==> src/rtl/dadda_mac_acc.sv <==
// Streaming accumulate stage behind the pipelined 16x16 Dadda multiplier: realigns valid/last with the product and sums groups.
// Optional macro DADDA_MAC_SAT_EN selects a saturating accumulator; without it the sum wraps and only the overflow is flagged.
module dadda_mac_acc #(
    parameter int LATENCY = 10,
    parameter int PROD_W  = 32,
    parameter int ACC_W   = 40,
    parameter int CNT_W   = 8
) (
    input  logic                     clk,
    input  logic                     rst,
    input  logic                     in_valid,
    input  logic                     in_last,
    input  logic signed [PROD_W-1:0] prod,
    output logic                     out_valid,
    input  logic                     out_ready,
    output logic signed [ACC_W-1:0]  out_acc,
    output logic [CNT_W-1:0]         out_count,
    output logic                     out_ovf,
    output logic                     overrun,
    output logic                     busy
);

    typedef enum logic {IDLE, ACCUM} state_t;

    localparam logic signed [ACC_W-1:0] ACC_MAX = {1'b0, {(ACC_W-1){1'b1}}};
    localparam logic signed [ACC_W-1:0] ACC_MIN = {1'b1, {(ACC_W-1){1'b0}}};

    function automatic logic add_ovf(input logic signed [ACC_W-1:0] a,
                                     input logic signed [ACC_W-1:0] b);
        logic signed [ACC_W-1:0] s;
        s = a + b;
        return (a[ACC_W-1] == b[ACC_W-1]) && (s[ACC_W-1] != a[ACC_W-1]);
    endfunction

    function automatic logic signed [ACC_W-1:0] add_res(input logic signed [ACC_W-1:0] a,
                                                         input logic signed [ACC_W-1:0] b);
        logic signed [ACC_W-1:0] s;
        s = a + b;
`ifdef DADDA_MAC_SAT_EN
        if (add_ovf(a, b)) s = a[ACC_W-1] ? ACC_MIN : ACC_MAX;
`endif
        return s;
    endfunction

    function automatic logic [CNT_W-1:0] cnt_inc(input logic [CNT_W-1:0] c);
        return (&c) ? c : c + 1'b1;
    endfunction

    state_t                  state_q, state_d;
    logic [LATENCY-1:0]      vld_sr_q, vld_sr_d, last_sr_q, last_sr_d;
    logic signed [ACC_W-1:0] acc_q, acc_d;
    logic [CNT_W-1:0]        cnt_q, cnt_d;
    logic                    ovf_q, ovf_d;
    logic                    out_valid_q, out_valid_d;
    logic signed [ACC_W-1:0] out_acc_q, out_acc_d;
    logic [CNT_W-1:0]        out_count_q, out_count_d;
    logic                    out_ovf_q, out_ovf_d;
    logic                    overrun_q, overrun_d;

    logic                    a_valid, a_last, done;
    logic signed [ACC_W-1:0] prod_ext, sum;
    logic [CNT_W-1:0]        cnt_nx;
    logic                    ovf_nx;

    assign a_valid  = vld_sr_q[LATENCY-1];
    assign a_last   = last_sr_q[LATENCY-1];
    assign prod_ext = ACC_W'(prod);

    always_comb begin
        vld_sr_d  = (vld_sr_q << 1) | LATENCY'(in_valid);
        last_sr_d = (last_sr_q << 1) | LATENCY'(in_valid & in_last);

        // acc/cnt/ovf are zero in IDLE, so one adder path serves both states
        sum    = add_res(acc_q, prod_ext);
        ovf_nx = ovf_q | add_ovf(acc_q, prod_ext);
        cnt_nx = cnt_inc(cnt_q);

        state_d = state_q;
        acc_d   = acc_q;
        cnt_d   = cnt_q;
        ovf_d   = ovf_q;
        done    = 1'b0;
        if (a_valid) begin
            if (a_last) begin
                done    = 1'b1;
                state_d = IDLE;
                acc_d   = '0;
                cnt_d   = '0;
                ovf_d   = 1'b0;
            end else begin
                state_d = ACCUM;
                acc_d   = sum;
                cnt_d   = cnt_nx;
                ovf_d   = ovf_nx;
            end
        end

        out_valid_d = out_valid_q;
        out_acc_d   = out_acc_q;
        out_count_d = out_count_q;
        out_ovf_d   = out_ovf_q;
        overrun_d   = overrun_q;
        if (out_valid_q && out_ready) out_valid_d = 1'b0;
        if (done) begin
            if (!out_valid_q || out_ready) begin
                out_valid_d = 1'b1;
                out_acc_d   = sum;
                out_count_d = cnt_nx;
                out_ovf_d   = ovf_nx;
            end else begin
                overrun_d = 1'b1;
            end
        end
    end

    always_ff @(posedge clk) begin
        if (rst) begin
            state_q     <= IDLE;
            vld_sr_q    <= '0;
            last_sr_q   <= '0;
            acc_q       <= '0;
            cnt_q       <= '0;
            ovf_q       <= 1'b0;
            out_valid_q <= 1'b0;
            out_acc_q   <= '0;
            out_count_q <= '0;
            out_ovf_q   <= 1'b0;
            overrun_q   <= 1'b0;
        end else begin
            state_q     <= state_d;
            vld_sr_q    <= vld_sr_d;
            last_sr_q   <= last_sr_d;
            acc_q       <= acc_d;
            cnt_q       <= cnt_d;
            ovf_q       <= ovf_d;
            out_valid_q <= out_valid_d;
            out_acc_q   <= out_acc_d;
            out_count_q <= out_count_d;
            out_ovf_q   <= out_ovf_d;
            overrun_q   <= overrun_d;
        end
    end

    assign out_valid = out_valid_q;
    assign out_acc   = out_acc_q;
    assign out_count = out_count_q;
    assign out_ovf   = out_ovf_q;
    assign overrun   = overrun_q;
    assign busy      = (state_q == ACCUM) | (|vld_sr_q);

endmodule

==> config.mk <==
export PLATFORM = sky130hd
export DESIGN_NAME = dadda_mac_acc
export DESIGN_NICKNAME = d
export VERILOG_FILES = /design/src/rtl/dadda_mac_acc.sv
export SDC_FILE = /design/constraint.sdc
export NUM_CORES = 1
export LEC_CHECK = 0
export BUFFER_PORTS_ARGS = -buffer_cell sky130_fd_sc_hd__buf_2
export CORE_ASPECT_RATIO = 0.75
export CORE_MARGIN = 5
export CORE_UTILIZATION = 50
export DETAILED_ROUTE_END_ITERATION = 6
export GPL_TIMING_DRIVEN = 0
export PLACE_DENSITY_LB_ADDON = 0.3
export SLEW_MARGIN = 20
export SYNTH_ARGS = -nofsm -noshare
export SYNTH_HDL_FRONTEND = slang
export SYNTH_SLANG_ARGS = --single-unit
==> constraint.sdc <==
create_clock -name clk -period 3.5 [get_ports clk]
set_input_delay 0.525 -clock clk [delete_from_list [all_inputs] [get_ports clk]]
set_output_delay 0.525 -clock clk [all_outputs]
set_load 0.005 [all_outputs]
* Word level (Yosys, flattened, before mapping)
Index checks and enable logic that the tools add are counted.
Operators by class: bitwise gates (word level) 6, reduce and logical (&&, ||, !) cells 8, add/sub/neg operators 2, equality and inequality tests 2, mux-type cells 10
Operator list (number):
- 40-bit by 32-bit adder with 40-bit output | 1
- 40-bit 2-to-1 mux | 1
- 10-bit by 1-bit OR with 10-bit output | 2
- 8-bit 2-to-1 mux | 2
- 10-bit OR reduction | 1
- 8-bit by 1-bit adder with 8-bit output (second input constant) | 1
- 8-bit AND reduction | 1
- 1-bit 2-to-1 mux | 7
- 2-bit AND reduction | 2
- 1-bit logical AND | 2
- 1-bit OR | 2
- 1-bit AND | 1
- 1-bit == test | 1
- 1-bit zero test | 1
- 1-bit logical OR | 1
- 1-bit inequality test | 1
- 1-bit NOT | 1
Word-level totals: output and inout bits 52, register bits after elaboration 121, input bits 37, logic and storage cells 39

* Depth between registers and ports, before layout
Gate-level depths: netlist (run 1).
depth after elaboration 5, depth in mapped cells 12, gate-level depth less buffers 12

* Least setup slack after synthesis (run 1)
OpenSTA, ideal clock, no wires.
path type input -> register, from input port prod[0], to register out_acc_q[38], in the netlist out_acc[38], stages 12, path slack 0.570 ns, required time 3.426 ns, buffers on the path 0, setup time 0.074 ns, arrival 2.855 ns, cell sequence ha_1 inv_1 fa_1 nor2b_1 o211ai_1 a31oi_2 o22ai_2 o211a_1 o211ai_2 a21oi_1 or4b_1 a31oi_1
Between the ends: word-level cells in the longest chain between the ends 1
Ends and longest elaborated chain:
- start: declaration | RTL line 13 | input logic signed [PROD_W-1:0] prod,
- 40-bit by 32-bit adder with 40-bit output | RTL line 38 | s = a + b;
- end signal: assignment | RTL line 137 | out_acc_q <= out_acc_d;
- end: declaration | RTL line 55 | logic signed [ACC_W-1:0] out_acc_q, out_acc_d;
No other way between the ends. A chain may end at the register's enable or synchronous reset.

* Worst setup path after layout (run 1)
from register acc_q[0], to register out_acc_q[38], in the netlist out_acc[38]
Between the ends: word-level cells in the longest chain between the ends 1
Ends and longest elaborated chain:
- start: declaration | RTL line 51 | logic signed [ACC_W-1:0] acc_q, acc_d;
- start signal: assignment | RTL line 121 | acc_q <= '0;
- start signal: assignment | RTL line 133 | acc_q <= acc_d;
- 40-bit by 32-bit adder with 40-bit output | RTL line 38
No other way between the ends.

==> results of run 1 <==
[worst reg2reg max path: stages, from the launching register on]
cell and delay, ns:
dfxtp_1 0.35, ha_1 0.18, inv_1 0.06, fa_1 0.40
nor2b_1 0.17, o211ai_1 0.13, a31oi_2 0.29, o22ai_2 0.17
o211a_1 0.32, o211ai_2 0.27, a21oi_1 0.13, or4b_1 0.48
a31oi_1 0.17
[sequential cells by signal, indices dropped and copies added (netlist names)]
name       count
cnt_q          8
overrun        1
ovf_q          1
acc_q         40
out_count      8
state_q        1
last_sr_q     10
out_acc       40
out_valid      1
out_ovf        1
vld_sr_q      10
[metrics by stage]
stage / worst slack [ns] / instance area, um^2
detailed placement: 0.121 / 7290
global route: 0.169 / 7860
CTS: 0.384 / 7860
global placement: 0.125 / 7290
finish: 0.321 / 7860
floorplan: 0.570 / 6630
[metal layers]
layer / vias up / track usage [%] / part of all wire (%)
li1: 3130 / - / -
met1: 2969 / 36.8 / 50
met2: 247 / 35.1 / 41
met3: 30 / 4.74 / 7.2
met4: 0 / 7.12 / 1.7
met5: - / 0 / 0
[cell families after synthesis]
| logic type | Yosys count | share of synthesized area [%] |
|---|---|---|
| buf+inv | 67 | 3.92 |
| mux | 5 | 0.754 |
| fa+ha+maj | 41 | 7.85 |
| simple gates | 315 | 23.6 |
| xor+xnor | 41 | 5.41 |
| compound gates | 233 | 21.9 |
| flops | 121 | 36.5 |
[placed cells by master (no fill, tap or decap), drive strengths merged, types with 10 or more instances in the layout]
master / netlist / final
o21ai: 35 / 35
xor2: 19 / 19
dfxtp: 121 / 121
inv: 18 / 19
clkbuf: 46 / 67
ha: 40 / 40
nor3: 12 / 12
a211oi: 10 / 10
a31oi: 10 / 10
buf: 3 / 91
nor2b: 49 / 49
a21oi: 104 / 104
nand3: 14 / 14
xnor2: 22 / 22
and3: 10 / 10
a21o: 20 / 20
nand2: 88 / 88
nor2: 85 / 85
[report_power, final]
group | switching, uW | total (uW) | internal (uW)
logic | 119 | 182 | 63.3
registers | 1.19 | 1380 | 1380
clock network | 678 | 1710 | 1030
[cells in the mapped netlist (all sizes together) (3+ instances only)]
master | number | area [um^2]
dfxtp | 121 | 2420
a21oi | 104 | 524
nand2 | 88 | 330
nor2 | 85 | 319
nor2b | 49 | 307
clkbuf | 46 | 173
ha | 40 | 500
o21ai | 35 | 175
xnor2 | 22 | 193
a21o | 20 | 150
xor2 | 19 | 166
inv | 18 | 67.6
nand3 | 14 | 75.1
nor3 | 12 | 60.1
a211oi | 10 | 80.1
a31oi | 10 | 68.8
and3 | 10 | 72.6
nand2b | 9 | 56.3
nand3b | 9 | 67.6
and2 | 7 | 43.8
nand4 | 7 | 43.8
a41oi | 6 | 52.6
o211ai | 6 | 50.1
o21a | 6 | 45.0
o32ai | 6 | 52.6
mux2i | 5 | 50.1
or3 | 5 | 31.3
a21boi | 4 | 30.0
nand4b | 4 | 35.0
nor4 | 4 | 25.0
o21bai | 4 | 30.0
buf | 3 | 20.0
o22ai | 3 | 25.0
[worst paths after layout]
path,start,end,slack (ns),depth (start not counted)
setup reg to reg,acc_q[0],out_acc[38],0.32,12
setup / recovery,acc_q[0],out_acc[38],0.32,12
hold reg to reg,last_sr_q[8],last_sr_q[9],0.43,1
hold / removal,in_last,last_sr_q[0],0.31,2
[layout make-up]
cell class,count,area share (%)
Buffer,49,2.45
Clock buffer,21,5.99
Clock inverter,11,1.23
Inverter,18,0.860
Multi-Input combinational cell,635,50.3
Sequential cell,121,30.8
Tap cell,171,2.72
Timing Repair Buffer,88,5.61
==> flow_summary_export.csv, run 1 <==
group,metric,value,unit
synth,syn_area_per_cell,8.06,um^2
worst_setup_path,critPathCaptureType,"register",
placement,io_buffers,88,
timing,max_freq,315,MHz
die,fp.dieH,110,um
synth,synth_cell_type_count,69,
global_route,grt_pass1_vias,5740,
timing,tns,0,ns
timing,fin_crit,3.18,ns
worst_setup_path,required,3.84,ns
synth,synth_cells,823,
synth,synth-edff-count,0,
global_route,grt_pass1_wl,30000,um
final_layout,fillers,1173,
final_layout,fin_nets,1008,
timing,relSlewSlack,52.1,%
final_layout,seq_area,2420,um^2
final_layout,area_delta_synth_final,18.4,%
final_layout,antennaDiodeCount,0,
final_layout,fin_util,60.3,%
timing,finalHoldViolations,0,
synth,yosys_register_bits,121,
clock_network,cts_hold_buf,0,
clock_network,root_buffer,"clkbuf_16",
timing,setup-violations-final,0,
hold_path,hold_class,"primary input to register",
global_route,antenna_found_initial,0,
clock_network,cts_made_buffers,17,
pwr,leakagePower,0.00341,uW
final_layout,final_cells,1114,
die,io_pins,89,
worst_setup_path,max_stage_delay,0.48,ns
run,cap_violations,0,
synth,synth_async_sr_flop_share,0,%
synth,yosysSeqAreaShare,36.5,%
synth,syn_area,6630,um^2
die,die-area,15700,um^2
route,ant_nets,0,
route,postRouteWirelength,19100,um
placement,dp_hpwl,14100,um
clock_network,clk_pin_slew,0.06,ns
global_route,grt_use_total,24.5,%
worst_setup_path,crit_chain,"ha_1 > inv_1 > fa_1 > nor2b_1 > o211ai_1 > a31oi_2 > o22ai_2 > o211a_1 > o211ai_2 > a21oi_1 > or4b_1 > a31oi_1",
synth,synthesis.nets,901,
clock_network,clock_latency,0.41,ns
final_layout,final_layout_size_suffix_gt1_share,14.1,%
placement,place_congestion,0.939,
die,core,13000,um^2
clock_network,cts_buffer_depth,2,
synth,ys.flop_type,"dfxtp_1",
die,start_util,51.0,%
global_route,grt_max_degree,17,
timing,whs,0.307,ns
worst_setup_path,critPathSlowestCell,"or4b_1",
clock_network,cts_tree,"yes",
pwr,powerDensity,417,nW/um^2
timing,drv_slew,0,
timing,rsz0062_at_grt,"false",
route,route.detailed.drc,0,
clock_network,clock-sinks,121,
clock_network,post_cts_resized,0,
route,vias,6376,
clock_network,post_cts_buffers,0,
route,drt-initial-drc-count,524,
route,firstDrtPassIters,5,
timing,period_share,90.8,%
worst_setup_path,crit_family,"compound AO/OA/AOI/OAI gates",
worst_setup_path,critical_path_arrival,3.52,ns
route,vias_per_cell,5.72,
timing,fin_skew,0.00767,ns
timing,tightest_slew,0.718,ns
pwr,fin_total_pwr,3270,uW
route,wire_per_inst,17.1,um
outcome,status,"finished clean",
worst_setup_path,start_kind,"register",
pwr,vdd_ir_drop_max,0.408,mV
global_route,grt.overflow.total,0,
synth,yosysWarnings,0,
die,rows,36,
final_layout,multiInputGateArea,3950,um^2
worst_setup_path,critical_path_class,"register to register",
die,die_w,143,um
worst_setup_path,crit_path_max_fanout,4,
worst_setup_path,path_buf_inv,1,
placement,dp.cells,1082,
clock_network,htreeDepth,4,
Power figures use the tool's default switching activity.
==> inputs of run 2 (changes only) <==
==> constraint.sdc (replaced) <==
create_clock -name clk -period 3.3 [get_ports clk]
set_input_delay 0.495 -clock clk [delete_from_list [all_inputs] [get_ports clk]]
set_output_delay 0.495 -clock clk [all_outputs]
set_load 0.005 [all_outputs]
==> flow_summary_export.csv, run 2 (synthesis gave the netlist of run 1 again) <==
group,metric,value,unit
timing,fin_skew,0.0101,ns
final_layout,fillers,1173,
worst_setup_path,critPathCaptureType,"register",
route,firstDrtPassIters,7,
pwr,powerDensity,441,nW/um^2
final_layout,antennaDiodeCount,0,
clock_network,root_buffer,"clkbuf_16",
route,drt-initial-drc-count,536,
final_layout,final_cells,1114,
global_route,grt_pass1_wl,30000,um
route,vias,6366,
final_layout,final_common_cell,"dfxtp_1",
timing,setup-violations-final,0,
clock_network,clk_pin_slew,0.06,ns
die,core,13000,um^2
global_route,grt_use_total,24.5,%
timing,rsz0062_at_grt,"false",
clock_network,clock_latency,0.41,ns
outcome,status,"finished clean",
final_layout,stdcell_area,7860,um^2
worst_setup_path,critical_path_arrival,3.45,ns
route,wire_per_inst,17.1,um
clock_network,cts_buffer_depth,2,
placement,io_buffers,88,
worst_setup_path,critical_path_class,"register to register",
run,cap_violations,0,
final_layout,area_delta_synth_final,18.5,%
worst_setup_path,crit_path_max_fanout,4,
worst_setup_path,worstSetupEndpoint,"out_acc[38]",
final_layout,fin_nets,1008,
die,die_w,143,um
placement,dp.cells,1082,
timing,tightest_slew,0.710,ns
clock_network,cts_made_buffers,17,
clock_network,clock-sinks,121,
route,postRouteWirelength,19100,um
worst_setup_path,start_kind,"register",
die,fp.dieH,110,um
pwr,leakagePower,0.00341,uW
placement,place_area,7290,um^2
timing,drv_slew,0,
clock_network,htreeDepth,4,
global_route,grt.overflow.total,0,
worst_setup_path,r2r_slack,0.18,ns
timing,relSlewSlack,52.7,%
worst_setup_path,worstReg2RegStart,"acc_q[0]",
route,vias_per_cell,5.71,
final_layout,layout_common_cells,"dfxtp_1 (121), a21oi_1 (103), buf_2 (89), nand2_1 (88), nor2_1 (85)",
worst_setup_path,cp-startpoint,"acc_q[0]",
hold_path,hold_class,"primary input to register",
timing,fin_crit,3.12,ns
placement,dp_hpwl,14100,um
clock_network,cts_tree,"yes",
global_route,grt_max_degree,17,
die,io_pins,89,
die,die-area,15700,um^2
route,route.detailed.drc,0,
timing,period_share,94.6,%
clock_network,cts_hold_buf,0,
die,rows,36,
pwr,vdd_ir_drop_max,0.430,mV
global_route,grt_pass1_vias,5740,
hold_path,holdPathStages,2,
timing,max_freq,320,MHz
worst_setup_path,reg2reg_depth,12,
timing,finalHoldViolations,0,
global_route,antenna_found_initial,0,
worst_setup_path,required,3.63,ns
final_layout,final_layout_size_suffix_gt1_share,14.2,%
die,start_util,51.0,%
placement,place_congestion,0.939,
worst_setup_path,r2r_end,"out_acc[38]",
route,ant_nets,0,
-- run 2: cell counts in the layout (fill, tap and decap cells not counted) --
Identical to the previous run, type by type.
-- run 2: worst min-delay path by stage --
stage | start | endpoint | slack [ns]
4_1_cts | in_last | last_sr_q[0] | 0.27
5_1_grt | in_last | last_sr_q[0] | 0.30
6_report | in_last | last_sr_q[0] | 0.28
3_3_place_gp | last_sr_q[4] | last_sr_q[5] | 0.42
3_5_place_dp | last_sr_q[8] | last_sr_q[9] | 0.42
2_1_floorplan | last_sr_q[0] | last_sr_q[1] | 0.41
-- run 2: area by class of cell --
| type | instances | area [um^2] | area share (%) |
|---|---|---|---|
| inverters | 18 | 67.6 | 0.859 |
| clock buffers | 21 | 470 | 5.98 |
| plain buffers | 49 | 193 | 2.45 |
| clock inverters | 11 | 96.3 | 1.23 |
| multi-input cells | 635 | 3960 | 50.4 |
| well taps | 171 | 214 | 2.72 |
| repair buffers | 88 | 440 | 5.60 |
| flip-flops and latches | 121 | 2420 | 30.8 |
-- run 2: what timing repair did --
| item | in CTS | in global routing |
|---|---|---|
| endpoints found under the setup margin | 0 | 2 |
| resized for setup | 0 | 1 |
| buffers inserted | 0 | 0 |
-- run 2: worst max-delay path, cell delays in order (launching register included) --
cell      delay [ns]
dfxtp_1         0.35
ha_1            0.17
inv_1           0.06
fa_1            0.40
nor2b_1         0.17
o211ai_1        0.13
a31oi_2         0.25
o22ai_2         0.17
o211a_1         0.32
o211ai_2        0.27
a21oi_1         0.12
or4b_1          0.47
a31oi_1         0.17
-- run 2: layer usage --
layer | track usage [%] | vias to the layer above | part of all wire (%)
li1 | - | 3127 | -
met3 | 4.74 | 27 | 8.1
met5 | 0 | - | 0
met1 | 36.8 | 2969 | 50
met2 | 35.1 | 243 | 41
met4 | 7.12 | 0 | 1.6
-- run 2: stage by stage --
stage / TNS, ns / setup WS, ns / util, % / hold slack [ns] / power (uW)
5_1_grt: 0 / 0.0153 / 60.4 / 0.300 / 3560
2_1_floorplan: 0 / 0.400 / - / 0.414 / 1620
6_report: 0 / 0.179 / 60.4 / 0.279 / 3470
3_3_place_gp: -0.119 / -0.0446 / 56.0 / 0.416 / 1690
4_1_cts: 0 / 0.184 / 60.3 / 0.274 / 3470
3_5_place_dp: -0.133 / -0.0486 / 56.0 / 0.424 / 1690
-- run 2: power by group --
part | internal (uW) | switching, uW
clock | 1090 | 717
combinational | 67.5 | 127
sequential | 1460 | 1.27
==> inputs of run 3 (changes only) <==
--- a/config.mk
+++ b/config.mk
@@ -5,6 +5,7 @@
 export SDC_FILE = /design/constraint.sdc
 export NUM_CORES = 1
 export LEC_CHECK = 0
+export ABC_AREA = 1
 export BUFFER_PORTS_ARGS = -buffer_cell sky130_fd_sc_hd__buf_2
 export CORE_ASPECT_RATIO = 0.75
 export CORE_MARGIN = 5
@@ -12,6 +13,7 @@
 export DETAILED_ROUTE_END_ITERATION = 6
 export GPL_TIMING_DRIVEN = 0
 export PLACE_DENSITY_LB_ADDON = 0.3
+export RECOVER_POWER = 25
 export SLEW_MARGIN = 20
 export SYNTH_ARGS = -nofsm -noshare
 export SYNTH_HDL_FRONTEND = slang
==> flow_summary_export.csv, run 3 <==
group,metric,value,unit
timing,finalHoldViolations,0,
timing,tightest_slew,0.725,ns
timing,relSlewSlack,51.6,%
route,vias,7878,
worst_setup_path,start_kind,"register",
global_route,grt_use_total,25.0,%
clock_network,cts_made_buffers,17,
global_route,antenna_found_initial,0,
pwr,switching_share,27.4,%
die,core,15200,um^2
global_route,grt_pass1_wl,36300,um
clock_network,cts_buffer_depth,2,
timing,fin_crit,2.56,ns
synth,syn_area,7690,um^2
pwr,fin_total_pwr,3490,uW
worst_setup_path,critPathCaptureType,"register",
synth,synth_cell_type_count,36,
synth,synth.most_common_cell,"nand2_1",
die,die_w,153,um
worst_setup_path,cp-startpoint,"acc_q[0]",
synth,yosysWarnings,0,
worst_setup_path,r2r_slack,0.74,ns
timing,drv_slew,0,
timing,tns,0,ns
worst_setup_path,critical_path_class,"register to register",
final_layout,area_delta_synth_final,16.2,%
final_layout,fin_nets,1425,
final_layout,stdcell_area,8940,um^2
synth,ys.flop_type,"dfxtp_1",
outcome,status,"finished clean",
synth,synth-edff-count,0,
placement,io_buffers,87,
clock_network,cts_hold_buf,0,
route,vias_per_cell,5.03,
worst_setup_path,reg2reg_depth,15,
route,route.detailed.drc,0,
synth,yosysTopAreaCell,"dfxtp_1",
clock_network,clk_pin_slew,0.06,ns
die,fp.dieH,117,um
timing,setup-violations-final,0,
die,start_util,50.7,%
synth,yosysSeqAreaShare,31.5,%
route,drt-initial-drc-count,590,
route,postRouteWirelength,22600,um
route,firstDrtPassIters,5,
hold_path,hold_class,"primary input to register",
pwr,leakagePower,0.00490,uW
timing,rsz0062_at_grt,"false",
synth,synthesis.nets,1319,
placement,dp.cells,1533,
final_layout,final_cells,1565,
pwr,powerDensity,391,nW/um^2
pwr,p_int,2530,uW
clock_network,htreeDepth,4,
clock_network,clock-sinks,121,
global_route,grt_max_degree,17,
global_route,grt_pass1_vias,7239,
placement,dp_hpwl,18000,um
worst_setup_path,worstReg2RegStart,"acc_q[0]",
synth,yosys-top-cells-count,"nand2_1 (398), inv_1 (196), nor2_1 (158), dfxtp_1 (121), a21oi_1 (82)",
pwr,vdd_ir_drop_max,0.389,mV
final_layout,layout_common_cells,"nand2_1 (398), inv_1 (196), nor2_1 (158), dfxtp_1 (121), buf_2 (88)",
synth,synth_cells,1241,
die,rows,39,
route,ant_nets,0,
worst_setup_path,required,3.61,ns
clock_network,post_cts_resized,0,
timing,fin_skew,0.0132,ns
synth,syn_area_per_cell,6.20,um^2
clock_network,post_cts_buffers,0,
final_layout,final_layout_size_suffix_gt1_share,13.0,%
die,io_pins,89,
placement,place_congestion,0.955,
timing,period_share,77.5,%
synth,synth_async_sr_flop_share,0,%
pwr,clockPowerShare,52.0,%
route,wire_per_inst,14.4,um
placement,place_area,8380,um^2
worst_setup_path,critical_path_arrival,2.87,ns
final_layout,antennaDiodeCount,0,
synth,yosys.area.top_type_share,31.5,%
pwr,switchingPower,959,uW
final_layout,final_common_cell,"nand2_1",
global_route,grt.overflow.total,0,
worst_setup_path,r2r_end,"out_acc[24]",
worst_setup_path,worstSetupEndpoint,"out_acc[24]",
timing,max_freq,391,MHz
die,die-area,18000,um^2
clock_network,clock_latency,0.43,ns
clock_network,root_buffer,"clkbuf_16",
synth,synthTopCellsByArea,"dfxtp_1 (31%), nand2_1 (19%), inv_1 (9.6%)",
clock_network,cts_tree,"yes",
synth,yosys_register_bits,121,
run,cap_violations,0,
pwr,combPwrFrac,6.1,%
worst_setup_path,crit_path_max_fanout,3,
pwr,seqPwrFrac,41.9,%
-- run 3: through the flow --
step	hold slack (ns)	setup slack [ns]	utilization, %
2_1_floorplan	0.388	1.18	-
3_3_place_gp	0.389	0.543	55.2
3_5_place_dp	0.395	0.525	55.2
4_1_cts	0.270	0.778	59.0
5_1_grt	0.293	0.508	58.9
6_report	0.283	0.742	58.9
-- run 3: logic make-up (layout without fill, tap and decap cells) --
| group | count (synthesis) | count (layout) | synth area share (%) |
|---|---|---|---|
| mux | 1 | 1 | 0.146 |
| xor+xnor | 24 | 24 | 2.73 |
| flops | 121 | 121 | 31.5 |
| fa+ha+maj | 41 | 41 | 6.77 |
| compound gates | 141 | 141 | 9.81 |
| buf+inv | 231 | 350 | 11.9 |
| simple gates | 682 | 682 | 37.1 |
-- run 3: power groups by stage --
stage	registers (uW)	logic, uW	clock network (uW)
2_1_floorplan	1500	136	0
3_3_place_gp	1500	208	0
3_5_place_dp	1500	210	0
4_1_cts	1460	211	1840
5_1_grt	1460	237	1910
6_report	1460	213	1820
-- run 3: final cells by class --
class	count	area (um^2)
Clock inverter	15	145
Clock buffer	17	425
Sequential cell	121	2420
Multi-Input combinational cell	889	4350
Fill cell	1570	6240
Timing Repair Buffer	87	429
Inverter	198	743
Tap cell	205	256
Buffer	33	166
-- run 3: worst min-delay path by stage --
stage	startpoint	end	cells after the start
final	in_last	last_sr_q[0]	3
after global routing	in_valid	vld_sr_q[0]	3
after CTS	in_last	last_sr_q[0]	3
after detailed placement	last_sr_q[7]	last_sr_q[8]	2
after global placement	last_sr_q[4]	last_sr_q[5]	2
after floorplan	last_sr_q[0]	last_sr_q[1]	2
-- run 3: per-layer routing --
layer	vias to the layer above	GRT usage, %	wire length (um)
met1	3564	38.6	11200
met2	251	35.3	8950
met4	0	5.62	318
met3	28	5.49	2050
li1	4035	-	-
met5	-	0	0
-- run 3: worst max-delay path, stage by stage, from the launching register on --
cell	delay [ns]
dfxtp_1	0.34
ha_1	0.23
inv_1	0.07
fa_1	0.39
inv_1	0.16
nand3_1	0.09
nand3_1	0.20
nand2_1	0.08
nand3_1	0.17
nand2_1	0.10
nand2_1	0.16
nand2_1	0.09
nand2_1	0.07
nand2_1	0.06
nand2_1	0.14
a21oi_1	0.08
